`src/rtl/freq_sweep_ctl.sv`:
```
// Frequency sweep controller: steps the DDS frequency word from a start point to a
// stop point in fixed increments, holding each point for a programmable dwell.
// Supports single, repeating sawtooth and triangle sweeps, with pause and abort.
module freq_sweep_ctl #(
  parameter int              FW       = 12,
  parameter int              DWELL_W  = 16,
  parameter logic [FW-1:0]   RST_FREQ = FW'(1)
) (
  input  logic               clk_10khz,
  input  logic               rst,
  input  logic [FW-1:0]      cfg_start,
  input  logic [FW-1:0]      cfg_stop,
  input  logic [FW-1:0]      cfg_step,
  input  logic [DWELL_W-1:0] cfg_dwell,
  input  logic [1:0]         cfg_mode,
  input  logic               start,
  input  logic               pause,
  input  logic               abort,
  output logic [FW-1:0]      freq_ctl,
  output logic               freq_upd,
  output logic               busy,
  output logic               done,
  output logic               dir,
  output logic [7:0]         sweep_cnt
);

  // Encoding keeps busy and done as single state bits so their decode cannot glitch.
  typedef enum logic [1:0] {
    IDLE = 2'b00,
    RUN  = 2'b01,
    DONE = 2'b10
  } state_t;

  state_t               state, state_nxt;

  logic [FW-1:0]        start_l;
  logic [FW-1:0]        stop_l;
  logic [FW-1:0]        step_l;
  logic [DWELL_W-1:0]   dwell_m1;
  logic [1:0]           mode_l;
  logic [FW-1:0]        tgt;
  logic [DWELL_W-1:0]   cnt;

  logic                 accept;
  logic                 tick;
  logic                 at_tgt;
  logic                 single;
  logic                 advance;
  logic                 wrap;
  logic                 turn;
  logic                 finish;
  logic [FW-1:0]        other_end;
  logic [FW-1:0]        step_in;
  logic [DWELL_W-1:0]   dwell_m1_in;

  // One step of magnitude stp from cur toward tgt_v, computed one bit wider so that
  // overshooting the target or wrapping past either end of the word clamps to tgt_v.
  function automatic logic [FW-1:0] step_toward(input logic [FW-1:0] cur,
                                                input logic [FW-1:0] tgt_v,
                                                input logic [FW-1:0] stp,
                                                input logic          up);
    logic [FW:0] nxt;
    if (up) begin
      nxt = {1'b0, cur} + {1'b0, stp};
      if (nxt[FW] || (nxt[FW-1:0] > tgt_v)) nxt = {1'b0, tgt_v};
    end else begin
      nxt = {1'b0, cur} - {1'b0, stp};
      if (nxt[FW] || (nxt[FW-1:0] < tgt_v)) nxt = {1'b0, tgt_v};
    end
    return nxt[FW-1:0];
  endfunction

  // Zero step and zero dwell both behave as one.
  assign step_in     = (cfg_step == '0) ? FW'(1) : cfg_step;
  assign dwell_m1_in = (cfg_dwell == '0) ? '0 : cfg_dwell - DWELL_W'(1);

  assign accept    = (state == IDLE) && start && !abort;
  assign tick      = (state == RUN) && !abort && !pause && (cnt == '0);
  assign at_tgt    = (freq_ctl == tgt);
  assign single    = (mode_l[0] == mode_l[1]);
  assign advance   = tick && !at_tgt;
  assign wrap      = tick && at_tgt && (mode_l == 2'd1);
  assign turn      = tick && at_tgt && (mode_l == 2'd2);
  assign finish    = tick && at_tgt && single;
  assign other_end = (tgt == stop_l) ? start_l : stop_l;

  // State register.
  always_ff @(posedge clk_10khz or posedge rst) begin
    if (rst) state <= IDLE;
    else     state <= state_nxt;
  end

  // Next-state logic; abort wins over everything else.
  always_comb begin
    state_nxt = state;
    case (state)
      IDLE:    if (accept) state_nxt = RUN;
      RUN: begin
        if (abort)       state_nxt = IDLE;
        else if (finish) state_nxt = DONE;
      end
      DONE:    state_nxt = IDLE;
      default: state_nxt = IDLE;
    endcase
  end

  // Status outputs decoded straight from the state register.
  always_comb begin
    busy = (state == RUN);
    done = (state == DONE);
  end

  // Sweep configuration captured on an accepted start; target swaps at triangle turns.
  always_ff @(posedge clk_10khz) begin
    if (accept) begin
      start_l  <= cfg_start;
      stop_l   <= cfg_stop;
      step_l   <= step_in;
      dwell_m1 <= dwell_m1_in;
      mode_l   <= cfg_mode;
      tgt      <= cfg_stop;
    end else if (turn) begin
      tgt      <= other_end;
    end
  end

  // Dwell counter: frozen while paused, reloads whenever a point's dwell elapses.
  always_ff @(posedge clk_10khz) begin
    if (accept)
      cnt <= dwell_m1_in;
    else if ((state == RUN) && !abort && !pause)
      cnt <= (cnt == '0) ? dwell_m1 : cnt - DWELL_W'(1);
  end

  // Frequency word, update strobe, direction and completed-sweep count.
  always_ff @(posedge clk_10khz or posedge rst) begin
    if (rst) begin
      freq_ctl  <= RST_FREQ;
      freq_upd  <= 1'b0;
      dir       <= 1'b0;
      sweep_cnt <= 8'd0;
    end else begin
      freq_upd <= accept | advance | wrap | turn;
      if (accept)       freq_ctl <= cfg_start;
      else if (advance) freq_ctl <= step_toward(freq_ctl, tgt, step_l, dir);
      else if (wrap)    freq_ctl <= start_l;
      else if (turn)    freq_ctl <= step_toward(freq_ctl, other_end, step_l, ~dir);
      if (accept)       dir <= (cfg_stop >= cfg_start);
      else if (turn)    dir <= ~dir;
      if (finish || wrap || (turn && (freq_ctl == start_l)))
        sweep_cnt <= sweep_cnt + 8'd1;
    end
  end

endmodule
```
`config.mk`:
```
export PLATFORM = sky130hd
export DESIGN_NAME = freq_sweep_ctl
export DESIGN_NICKNAME = d
export VERILOG_FILES = /design/src/rtl/freq_sweep_ctl.sv
export SDC_FILE = /design/constraint.sdc
export NUM_CORES = 1
export LEC_CHECK = 0
export BUFFER_PORTS_ARGS = -buffer_cell sky130_fd_sc_hd__buf_2
export CORE_ASPECT_RATIO = 0.75
export CORE_UTILIZATION = 61
export CTS_CLUSTER_SIZE = 30
export DETAILED_ROUTE_END_ITERATION = 6
export GPL_TIMING_DRIVEN = 0
export PLACE_DENSITY = 0.82
export SYNTH_ARGS = -nofsm -noshare
export SYNTH_HDL_FRONTEND = slang
export SYNTH_SLANG_ARGS = --single-unit
```
`constraint.sdc`:
```
create_clock -name clk_10khz -period 5.2 [get_ports clk_10khz]
set_input_delay 0.52 -clock clk_10khz [delete_from_list [all_inputs] [get_ports clk_10khz]]
set_output_delay 0.52 -clock clk_10khz [all_outputs]
set_load 0.02 [all_outputs]
```
Word level (Yosys, flattened, before mapping)

Index checks and enable logic that the tools add are counted.

Add/sub/neg operators: 5
Multipliers: 0
Divide/modulo/power cells: 0
Order comparisons: 5
Equality and inequality tests: 10
Shift operators: 0
Muxes and demuxes: 23
Bitwise operators: 4
Reduce and logical (&&, ||, !) cells: 28

Operator list:

| cell                                                                  | number |
|---|---|
| 12-bit two-way mux                                                    | 13 |
| 16-bit two-way mux                                                    | 4 |
| 12-bit equality test                                                  | 3 |
| 16-bit zero test                                                      | 2 |
| 16-bit by 1-bit subtractor with 16-bit output, second input constant  | 2 |
| 12-bit greater-than comparator                                        | 2 |
| 12-bit < comparator                                                   | 2 |
| 12-bit by 12-bit adder with 13-bit output                             | 1 |
| 12-bit by 12-bit subtractor with 13-bit output                        | 1 |
| 12-bit >= comparator                                                  | 1 |
| 12-bit zero test                                                      | 1 |
| 1-bit logical AND                                                     | 11 |
| 8-bit by 1-bit adder with 8-bit output, second input constant         | 1 |
| 1-bit logical OR                                                      | 6 |
| 2-bit two-way mux                                                     | 3 |
| 2-bit by 1-bit equality test with 1-bit output, second input constant | 2 |
| 2-bit equality test, second input constant                            | 2 |
| 2-bit one-hot mux with 2 select lines                                 | 1 |
| 2-bit nonzero test                                                    | 2 |
| 4-bit nonzero test                                                    | 1 |
| 1-bit zero test                                                       | 3 |
| 3-bit by 2-bit != test with 1-bit output, second input constant       | 1 |
| 1-bit OR                                                              | 3 |
| 2-bit zero test                                                       | 1 |
| other kinds (5)                                                       | 6 |

Flip-flop bits (word level): 106
Bits in latches: 0
RAM bits: 0
ROM bits: 0
Input bits: 59
Output and inout bits: 24
Word-level logic and storage cells: 87
Memories: 0

Depth between registers and ports, before layout

Depth after elaboration: 10
Depth in mapped cells: 20
Gate-level depth less buffers: 19

Least setup slack after synthesis

OpenSTA, ideal clock, no wires.

Kind: register to register
From: register freq_ctl[1]
To: register freq_ctl[6]
Library setup time: 129 ps
Data arrival time: 4119 ps
Data required time: 5071 ps
Slack: 952 ps
Cell stages (with the launch flop): 17
Buffers on the path: 0
Period minus slack after synthesis: 4248 ps
Cell sequence: dfrtp_1 > ha_1 > nor2b_1 > o311ai_0 > o21ai_1 > o41ai_1 > xor2_1 > ha_1 > a21oi_1 > o21ai_0 > a2111oi_0 > a21oi_1 > nor2_4 > mux2i_1 > a31oi_1 > a221oi_2 > a211oi_2

Longest elaborated chain between the ends: 9
Elaborated cells between the ends (all ways): 27
Those cells by class: add/sub: 2; order compare: 4; eq/ne: 1; mux: 10; reduce/logical: 10

Ends and longest elaborated chain:

| item                                                                                                        | RTL line | source |
|---|---|---|
| start, declared                                                                                             | 19       | `output logic [FW-1:0] freq_ctl,` |
| start signal, assigned                                                                                      | 144      | `if (accept) freq_ctl <= cfg_start;` |
| start signal, assigned                                                                                      | 145      | `else if (advance) freq_ctl <= step_toward(freq_ctl, tgt, step_l, dir);` |
| start signal, assigned                                                                                      | 146      | `else if (wrap) freq_ctl <= start_l;` |
| 12-bit by 12-bit adder with 13-bit output or 12-bit by 12-bit subtractor with 13-bit output (tied branches) | 64, 67   |  |
| 12-bit greater-than comparator or 12-bit < comparator (tied branches)                                       | 65, 68   |  |
| 1-bit logical OR (on tied branches)                                                                         | 65, 68   |  |
| 12-bit two-way mux (on tied branches)                                                                       | 65, 68   |  |
| 12-bit two-way mux                                                                                          | 63       | `if (up) begin` |
| 12-bit two-way mux                                                                                          | 147      | `else if (turn) freq_ctl <= step_toward(freq_ctl, other_end, step_l, ~dir);` |
| 12-bit two-way mux                                                                                          | 146      |  |
| 12-bit two-way mux                                                                                          | 145      |  |
| 12-bit two-way mux                                                                                          | 144      |  |

Parallel ways exist; a longest one is shown, timed or not. The select of a mux whose other input is x is not followed.
A chain may end at the register's enable or synchronous reset.

Worst setup path in the final report

From: register freq_ctl[1]
To: register freq_ctl[1]

The elaborated chain is that of the path after synthesis.

==> flow_metrics.env <==
export IMPL_layout_nets=1168
export IMPL_ys_warn_count=0
export IMPL_start_util_pct=62.8
export IMPL_netlist_instances=923
export IMPL_io_pin_count=83
export IMPL_grt_pass1_wl_mm=40.8
export IMPL_place_congestion=1.03
export IMPL_clk_latency_ns=0.35
export IMPL_synth_main_ff_cell="edfxtp_1"
export IMPL_timing_critical_path_required_ns=5.40
export IMPL_areaGrowthSynthToFinish_pct=11.7
export IMPL_core_mm2=0.0137
export IMPL_p_leak_nw=4.06
export IMPL_period_share_pct=94.3
export IMPL_n_fill_cell=1104
export IMPL_root_buffer="clkbuf_16"
export IMPL_max_slew_margin_rel_pct=32.2
export IMPL_crit_type="reg2reg"
export IMPL_grt_overflow_total=0
export IMPL_avgSynthCellArea_um2=9.35
export IMPL_grt_pass1_vias=7085
export IMPL_cts_buffers_inserted=9
export IMPL_vias=7754
export IMPL_antenna_found_initial=0
export IMPL_synth_seq_cells=106
export IMPL_clkSlewWorstSetupHoldPaths_ns=0.07
export IMPL_hold_class="in2reg"
export IMPL_layout_common_cells="buf_2, ha_1, edfxtp_1, nor2_1, inv_1"
export IMPL_rsz0062_at_grt="false"
export IMPL_grt_usage_pct=37.3
export IMPL_holdBufCountCts=0
export IMPL_dr_pass1_iters=5
export IMPL_final_common_cell="buf_2"
export IMPL_crit_path_max_fanout=10
export IMPL_outcome="finished clean"
export IMPL_cts_tree="done"
export IMPL_avgRoutedWirePerCell_um=22.2
export IMPL_n_antenna_cell=0
export IMPL_synth_edf_count=82
export IMPL_drv_cap=0
export IMPL_setup_viol_count_final=0
export IMPL_clockBufferDepth=2
export IMPL_setup_tns_ns=0
export IMPL_drt_wl_total_mm=26.7
export IMPL_holdWs_ns=0.353
export IMPL_antenna_left=0
export IMPL_grt_max_degree=42
export IMPL_row_count=37
export IMPL_power_density_mw_per_mm2=436
export IMPL_max_freq_mhz=204
export IMPL_ir_drop_v=0.000201
export IMPL_hold_viol=0
export IMPL_die_area_mm2=0.0146
export IMPL_ys_seq_area_share_pct=35.5
export IMPL_drc=0
export IMPL_synthesis_nets=1071
export IMPL_die_x_um=139
export IMPL_crit_path_end_kind="register"
export IMPL_viasPerCell=6.46
export IMPL_tightest_slew_ns=1.02
export IMPL_critPathLaunchType="register"
export IMPL_drive_gt1_share_pct=15.9
export IMPL_fin_skew_ns=0.00541
export IMPL_clock_sinks=106
export IMPL_async_flop_share_pct=22.6
export IMPL_die_h_um=105
export IMPL_netlist_area_mm2=0.00863
export IMPL_place_hpwl_mm=21.0
export IMPL_finalCriticalPeriod_ns=4.90
export IMPL_drt_iter0_markers=971
export IMPL_slew_viol_final=0
export IMPL_crit_arrival_ns=5.11
export IMPL_yosysUniqueCellTypes=85
export IMPL_cts_htree_levels=3
export IMPL_port_buffers=82
==> through the flow <==
stage	total power [mW]	worst slack, ns	std cells	instance area [um^2]	util (%)
6_report	4.20	0.295	1200	9640	70.1
5_1_grt	4.44	0.0231	1200	9640	70.1
4_1_cts	4.07	0.104	1199	9600	69.8
3_5_place_dp	3.35	0.0165	1181	9290	67.5
3_3_place_gp	3.31	0.0229	1180	9260	67.4
2_1_floorplan	2.69	0.952	923	8630	-
==> final timing paths <==
kind | start | to | slack, ns | cells past startpoint
min | cfg_stop[0] | stop_l[0] | 0.35 | 1
max in group asynchronous | rst | freq_ctl[1] | 4.18 | 2
min in group asynchronous | rst | sweep_cnt[0] | 0.40 | 2
min reg2reg | sweep_cnt[7] | sweep_cnt[7] | 0.47 | 1
max reg2reg | freq_ctl[1] | freq_ctl[1] | 0.30 | 17
max | freq_ctl[1] | freq_ctl[1] | 0.30 | 17
==> state kept, by name (all words and copies together), names as in the netlist <==
name	count
sweep_cnt	8
start_l	12
stop_l	12
step_l	12
cnt	16
state	2
freq_upd	1
tgt	12
dir	1
freq_ctl	12
mode_l	2
dwell_m1	16
==> routing by layer <==
metal,global-route usage (%),up-vias,wire length (um)
met1,56.9,3628,11800
met2,53.6,502,10800
met3,6.65,56,3400
met4,10.1,0,649
met5,0,-,0
li1,-,3568,-
==> cell usage after synthesis (4+ instances only) <==
cell type  count  area share, %
dfrtp_1       23            6.7
buf_2          8           0.46
nor2_1        77            3.3
o21ai_0       62            3.6
clkbuf_1      21           0.91
mux2i_1       24            2.8
a21oi_1       62            3.6
nand3_1       13           0.75
xnor2_1       47            4.8
o21ai_1        6           0.35
nor2b_1       11           0.80
nor4_1        10           0.72
mux2_2         4           0.52
or3_1         15            1.1
o221ai_1       7           0.71
or2_2          5           0.36
o2111ai_1      8           0.81
or4_1          4           0.35
inv_1         67            2.9
a31oi_1        5           0.36
edfxtp_1      82             29
o211ai_1       7           0.61
buf_6          5           0.65
xor2_1        33            3.3
and3_1         7           0.51
nor3_1        20            1.2
nand4_1       12           0.87
nand2b_1      13           0.94
nand2_1       58            2.5
o31ai_1       11           0.96
a21o_1        16            1.4
a211oi_1       8           0.70
a211o_1        6           0.61
ha_1          87             13
==> report_power, final <==
part | internal [mW] | switching, mW | leakage [nW]
registers | 0.994 | 0.136 | 1.06
logic | 0.923 | 1.48 | 2.86
clock network | 0.337 | 0.332 | 0.143
==> logic make-up after synthesis <==
logic type / after synthesis / share of synthesized area (%)
xor+xnor: 80 / 8.12
flops: 106 / 35.5
buf+inv: 109 / 5.44
fa+ha+maj: 89 / 13.1
simple gates: 272 / 16.2
mux: 28 / 3.30
compound gates: 239 / 18.4
==> cell type report <==
type / count / area (um^2) / share of cell area (%)
Buffer: 40 / 211 / 2.19
Clock buffer: 10 / 229 / 2.37
Clock inverter: 6 / 58.8 / 0.610
Inverter: 69 / 259 / 2.69
Multi-Input combinational cell: 708 / 5130 / 53.3
Sequential cell: 106 / 3060 / 31.8
Tap cell: 175 / 219 / 2.27
Timing Repair Buffer: 86 / 465 / 4.83
==> worst max-delay path, stage by stage (launching register included) <==
cell and delay [ns]:
dfrtp_1 0.56, ha_1 0.40, nor2b_1 0.06, o311ai_1 0.33, a21oi_1 0.16, or2_2 0.30
xnor2_1 0.58, ha_1 0.38, a21oi_1 0.15, nor2_1 0.06, a2111oi_0 0.33, a21oi_1 0.17
nor3_2 0.18, buf_2 0.29, inv_1 0.13, o221ai_1 0.20, a2bb2oi_1 0.33, a31oi_1 0.13
==> repair_timing <==
item	CTS	global route
buffers inserted	2	1
cloned	0	0
pin swaps	1	1
gates resized for setup	0	8
setup endpoints to repair	1	12
Power figures use the tool's default switching activity.
